$ cat src/rtl/uart_tx_serializer.sv
// UART transmitter: small byte FIFO feeding a start/data/[parity]/stop serializer clocked at bit rate.
// Define UART_TX_PARITY_EN to insert a parity bit after data bit 7 (sense from PARITY_ODD).
module uart_tx_serializer #(
  parameter int FIFO_AW    = 2,
  parameter int STOP_BITS  = 1,
  parameter bit PARITY_ODD = 1'b0
) (
  input  logic             gatedClk,
  input  logic             reset_n,
  input  logic [7:0]       TxData,
  input  logic             TxValid,
  output logic             TxReady,
  output logic             TxD,
  output logic             TxBusy,
  output logic [FIFO_AW:0] FifoCount
);

  localparam int   DEPTH     = 1 << FIFO_AW;
  localparam logic LAST_STOP = (STOP_BITS == 2);

`ifdef UART_TX_PARITY_EN
  typedef enum logic [2:0] {IDLE, START, DATA, PARITY, STOP} state_t;
`else
  typedef enum logic [2:0] {IDLE, START, DATA, STOP} state_t;
`endif

  state_t             state, state_nxt;
  logic [7:0]         mem [DEPTH];
  logic [FIFO_AW:0]   wr_ptr, rd_ptr;
  logic [FIFO_AW-1:0] rd_idx;
  logic [7:0]         shift_reg;
  logic [2:0]         bit_cnt;
  logic               stop_cnt;
  logic               txd_q;
  logic               txd_nxt;
  logic               full, empty, push, pop;

`ifdef UART_TX_PARITY_EN
  logic               parity_bit;
`else
  logic               unused_parity_odd;
  assign unused_parity_odd = PARITY_ODD;
`endif

  assign rd_idx    = rd_ptr[FIFO_AW-1:0];
  assign full      = (wr_ptr[FIFO_AW-1:0] == rd_ptr[FIFO_AW-1:0]) &&
                     (wr_ptr[FIFO_AW] != rd_ptr[FIFO_AW]);
  assign empty     = (wr_ptr == rd_ptr);
  assign push      = TxValid & ~full;
  assign TxReady   = ~full;
  assign FifoCount = wr_ptr - rd_ptr;
  assign TxBusy    = (state != IDLE) | ~empty;
  assign TxD       = txd_q;

  always_ff @(posedge gatedClk) begin
    if (push) mem[wr_ptr[FIFO_AW-1:0]] <= TxData;
  end

  always_ff @(posedge gatedClk or negedge reset_n) begin
    if (!reset_n) state <= IDLE;
    else          state <= state_nxt;
  end

  // txd_nxt is the value of the current state's bit; it is registered, so the line lags state by one edge.
  always_comb begin
    state_nxt = state;
    txd_nxt   = 1'b1;
    pop       = 1'b0;
    case (state)
      IDLE: begin
        if (!empty) begin
          pop       = 1'b1;
          state_nxt = START;
        end
      end
      START: begin
        txd_nxt   = 1'b0;
        state_nxt = DATA;
      end
      DATA: begin
        txd_nxt = shift_reg[0];
`ifdef UART_TX_PARITY_EN
        if (bit_cnt == 3'd7) state_nxt = PARITY;
`else
        if (bit_cnt == 3'd7) state_nxt = STOP;
`endif
      end
`ifdef UART_TX_PARITY_EN
      PARITY: begin
        txd_nxt   = parity_bit;
        state_nxt = STOP;
      end
`endif
      STOP: begin
        if (stop_cnt == LAST_STOP) begin
          if (!empty) begin
            pop       = 1'b1;
            state_nxt = START;
          end else begin
            state_nxt = IDLE;
          end
        end
      end
      default: state_nxt = IDLE;
    endcase
  end

  always_ff @(posedge gatedClk or negedge reset_n) begin
    if (!reset_n) begin
      txd_q      <= 1'b1;
      wr_ptr     <= '0;
      rd_ptr     <= '0;
      shift_reg  <= '0;
      bit_cnt    <= '0;
      stop_cnt   <= 1'b0;
`ifdef UART_TX_PARITY_EN
      parity_bit <= 1'b0;
`endif
    end else begin
      txd_q <= txd_nxt;
      if (push) wr_ptr <= wr_ptr + 1'b1;
      if (pop)  rd_ptr <= rd_ptr + 1'b1;
      if (pop) begin
        shift_reg  <= mem[rd_idx];
`ifdef UART_TX_PARITY_EN
        parity_bit <= (^mem[rd_idx]) ^ PARITY_ODD;
`endif
      end else if (state == DATA) begin
        shift_reg <= shift_reg >> 1;
      end
      if (state == START)     bit_cnt <= '0;
      else if (state == DATA) bit_cnt <= bit_cnt + 3'd1;
      if (state == STOP) stop_cnt <= (stop_cnt == LAST_STOP) ? 1'b0 : 1'b1;
    end
  end

endmodule

$ cat config.mk
export PLATFORM = sky130hd
export DESIGN_NAME = uart_tx_serializer
export DESIGN_NICKNAME = d
export VERILOG_FILES = /design/src/rtl/uart_tx_serializer.sv
export SDC_FILE = /design/constraint.sdc
export NUM_CORES = 1
export LEC_CHECK = 0
export CAP_MARGIN = 20
export CORE_MARGIN = 2
export CORE_UTILIZATION = 52
export DETAILED_ROUTE_END_ITERATION = 10
export GPL_TIMING_DRIVEN = 1
export HOLD_SLACK_MARGIN = 0.08
export PLACE_DENSITY = 0.86
export SLEW_MARGIN = 10
export SYNTH_ARGS = -nofsm -noshare
export SYNTH_HDL_FRONTEND = slang
export SYNTH_SLANG_ARGS = --single-unit
export TNS_END_PERCENT = 50
$ cat constraint.sdc
create_clock -name gatedClk -period 2.2 [get_ports gatedClk]
set_input_delay 0.22 -clock gatedClk [delete_from_list [all_inputs] [get_ports gatedClk]]
set_output_delay 0.22 -clock gatedClk [all_outputs]
set_load 0.01 [all_outputs]
==> summary.md <==
| Metric | Value |
|---|---|
| Status | completed |
| CTS Buf Count | 5 |
| Initial Util | 0.5367 |
| Simple-gate portion of the synthesized area | 0.03450 |
| Clock latency on the worst-skew pair | 300 ps |
| Setup Skew | 7.520 ps |
| Yosys cell types | 26 |
| Yosys reg bits | 52 |
| Core area | 4324 um^2 |
| N_diodes | 0 |
| Initial antenna violation count | 0 |
| Pint | 2713 uW |
| Via count | 1168 |
| CTS clk-pin slew, worst paths | 100 ps |
| Endpoints failing setup | 0 |
| DRT iter0 DRCs | 47 |
| Syn Area/Cell | 16.58 um^2 |
| Comb pwr share | 0.489 |
| Avg WL per Cell | 16.99 um |
| Top post-synthesis cells by area | edfxtp_1 (41%), dfrtp_1 (20%), mux2_2 (9.2%), mux4_2 (7.8%), ha_1 (7.0%) |
| Mux share of post-synthesis cell area | 0.1698 |
| Critical path type | reg -> out |
| Flop2flop setup slack | 250 ps |
| First-pass GRT wire length | 6.334 mm |
| Max FFs per register | 32 |
| Drt total wl | 3.670 mm |
| Clock Path Buffers | 2 |
| Fin crit share | 0.9460 |
| Fin Hold WS | 248.7 ps |
| Area of the multi-input gates | 807.0 um^2 |
| Mapped cell area | 2321 um^2 |
| Met3 WL | 138 um |
| Fin. max-slew vios | 0 |
| Pwr dens | 1566 nW/um^2 |
| Height of the die | 70.81 um |
| GR Util All Layers | 0.1651 |
| Area share of the largest cell type after synthesis | 0.4140 |
| Worst Tran Pin Value | 450.8 ps |
| Sw Ratio | 0.3508 |
| Worst slew margin | 0.6994 |
| Max-cap violations | 0 |
| Top Ports | 17 |
| Leak | 0.001035 uW |
| Critical path required time | 1980 ps |
| Number of port buffers | 16 |
| Crit path from | wr_ptr[1] |
| Crit path launch type | flop |
| Die X | 70.81 um |
| YS warnings | 0 |
| Largest net degree at the start of global routing | 21 |
| Crit Path Max Fanout | 6 |
| WL met1 | 1.656 mm |
| Post-Synth XOR/XNOR Area | 0.02965 |
| RR Endpoint | mem[1][6] |
| Clock Sinks | 52 |
| Final Wtd Congestion | 0.7196 |
| Register Area | 1463 um^2 |
| Total Negative Setup Slacks | 0 ps |
| Crit path DAT | 1860 ps |
| Hold Vio Cnt, Final | 0 |
| DR vias/cell | 5.407 |
| Fin area | 2669 um^2 |
| DR WL met2 | 1.830 mm |
| Vias in the first global route | 1300 |
| Reg2reg path depth | 4 |
| Highest Signal Layer | met4 |
| Fill cells | 324 |
| Cell area after placement | 2560 um^2 |
| Worst setup path end | TxReady |
| DR pass1 iterations | 4 |
| DRC | 0 |
| Sw Pwr | 1466 uW |
| Reg2Reg Launch Point | wr_ptr[1] |
| Adder-cell area share of the yosys netlist | 0.07871 |
| Seq pwr share | 0.376 |
| Post-synth top area cell | edfxtp_1 |
| Worst vdd ir | 0.0006844 V |
| Root buffer cell | clkbuf_8 |
| Min cycle time layout | 2081 ps |
| RSZ-0062 raised after global routing | no |
| Detailed placer's ending HPWL | 2.797 mm |
| Hold Path Class | in -> async |
| Main combinational cell family by area after synthesis | multiplexers |
| Mapped Nets | 165 |
| Synth Area in Compound Gates | 0.03235 |
| Post-Syn Instances | 140 |
| FMAX | 480.5 MHz |
| Layout area overhead | 14.99% |
| Ratio of cells with drive above 1 in the final layout | 0.2866 |
| Nets | 188 |
| Total congestion overflow | 0 |
| Die area | 5014 um^2 |
| Crit. End Element | primary output |
| Clock share of power | 0.134 |
| Core Rows | 24 |
| Post-route ant nets | 0 |
| CTS tree | done |
| Post-synthesis sequential area ratio | 0.6302 |
| # H-tree levels | 2 |
## worst min path at each step
stage                     slack (ps)          from          to  cells after the start
after floorplan                  -80       reset_n  bit_cnt[0]                      0
after global placement           470  shift_reg[0]         TxD                      2
after detailed placement         480  shift_reg[0]         TxD                      2
after CTS                        250       reset_n  bit_cnt[2]                      2
after global routing             260       reset_n  bit_cnt[2]                      2
final                            250       reset_n  bit_cnt[2]                      2
## Yosys cell counts
library cell	count
nand3b_1	2
nand3_1	1
inv_1	10
ha_1	13
dfstp_2	1
xor2_1	3
edfxtp_1	32
buf_1	1
mux2_2	19
a32oi_1	1
a2bb2oi_1	1
xnor2_2	1
a21boi_2	1
o21ai_0	5
a21oi_1	1
dfrtp_1	19
and2_1	4
buf_2	1
a21oi_4	1
xnor2_1	3
nor2_1	2
fa_1	1
nand2_1	4
nor2b_1	2
mux4_2	8
clkbuf_1	3
## cell usage in the layout (no fill, tap or decap)
cell | synthesis | layout
edfxtp_1 | 32 | 32
mux2_2 | 19 | 19
dfrtp_1 | 19 | 19
ha_1 | 13 | 13
clkdlybuf4s50_1 | 0 | 13
inv_1 | 10 | 9
mux4_2 | 8 | 8
o21ai_0 | 5 | 5
clkbuf_8 | 0 | 5
buf_4 | 0 | 5
nand2_1 | 4 | 4
xor2_1 | 3 | 3
and2_1 | 4 | 3
xnor2_1 | 3 | 3
nor2_1 | 2 | 2
nand3b_1 | 2 | 2
nor2b_1 | 2 | 2
inv_6 | 0 | 2
dlymetal6s2s_1 | 0 | 2
dfstp_2 | 1 | 1
inv_2 | 0 | 1
and2_4 | 0 | 1
a21boi_2 | 1 | 1
xnor2_2 | 1 | 1
nand3_1 | 1 | 1
a21oi_2 | 0 | 1
a32oi_1 | 1 | 1
a21oi_4 | 1 | 1
a2bb2oi_1 | 1 | 1
fa_1 | 1 | 1
clkinv_4 | 0 | 1
dlygate4sd2_1 | 0 | 1
## cell type report
class / count / share of cell area
clock inverter: 3 / 0.009845
inverter: 10 / 0.01406
tap: 52 / 0.02438
multi-input combinational: 73 / 0.3024
sequential: 52 / 0.5481
clock buffer: 5 / 0.02579
timing repair buffer: 21 / 0.07548
## critical path: stages, from the launching register on
cell	delay (ps)
dfrtp_1	440
ha_1	330
and2_4	200
nand2_1	70
clkdlybuf4s50_1	530
## power by group through the flow
| stage | Sequential [uW] | Clock (uW) | Combinational (uW) |
|---|---|---|---|
| 2_1_floorplan | 1550 | 0 | 1490 |
| 3_5_place_dp | 1600 | 0 | 2060 |
| 3_3_place_gp | 1570 | 0 | 1950 |
| 6_report | 1570 | 562 | 2040 |
| 4_1_cts | 1580 | 577 | 2070 |
| 5_1_grt | 1610 | 621 | 2250 |
## per-stage QoR
step,setup slack (ps),total power [uW],std cells,utilization
2_1_floorplan,83.05,3042,140,-
3_3_place_gp,203.5,3526,207,0.5920
3_5_place_dp,96.63,3661,207,0.5920
4_1_cts,0.4245,4229,216,0.6157
5_1_grt,50.55,4479,216,0.6172
6_report,118.9,4179,216,0.6172
## layer usage
metal,GRT usage,up-vias
li1,-,555
met1,0.2258,584
met2,0.2679,23
met3,0.03276,6
met4,0.05660,0
met5,0,-
## timing repair
item / CTS / global route
setup endpoints to repair: 4 / 3
pin swaps: 0 / 0
hold buffers: 0 / 0
setup buffers: 1 / 0
resized for setup: 3 / 3
## cells by family after synthesis
logic type | count (synthesis)
XOR/XNOR | 7
flip-flops | 52
AND/OR/NAND/NOR | 15
multiplexers | 27
adder cells (fa/ha/maj) | 14
AO/OA/AOI/OAI | 10
buffers and inverters | 15
Note: power is estimated with default switching activity, not from simulation.
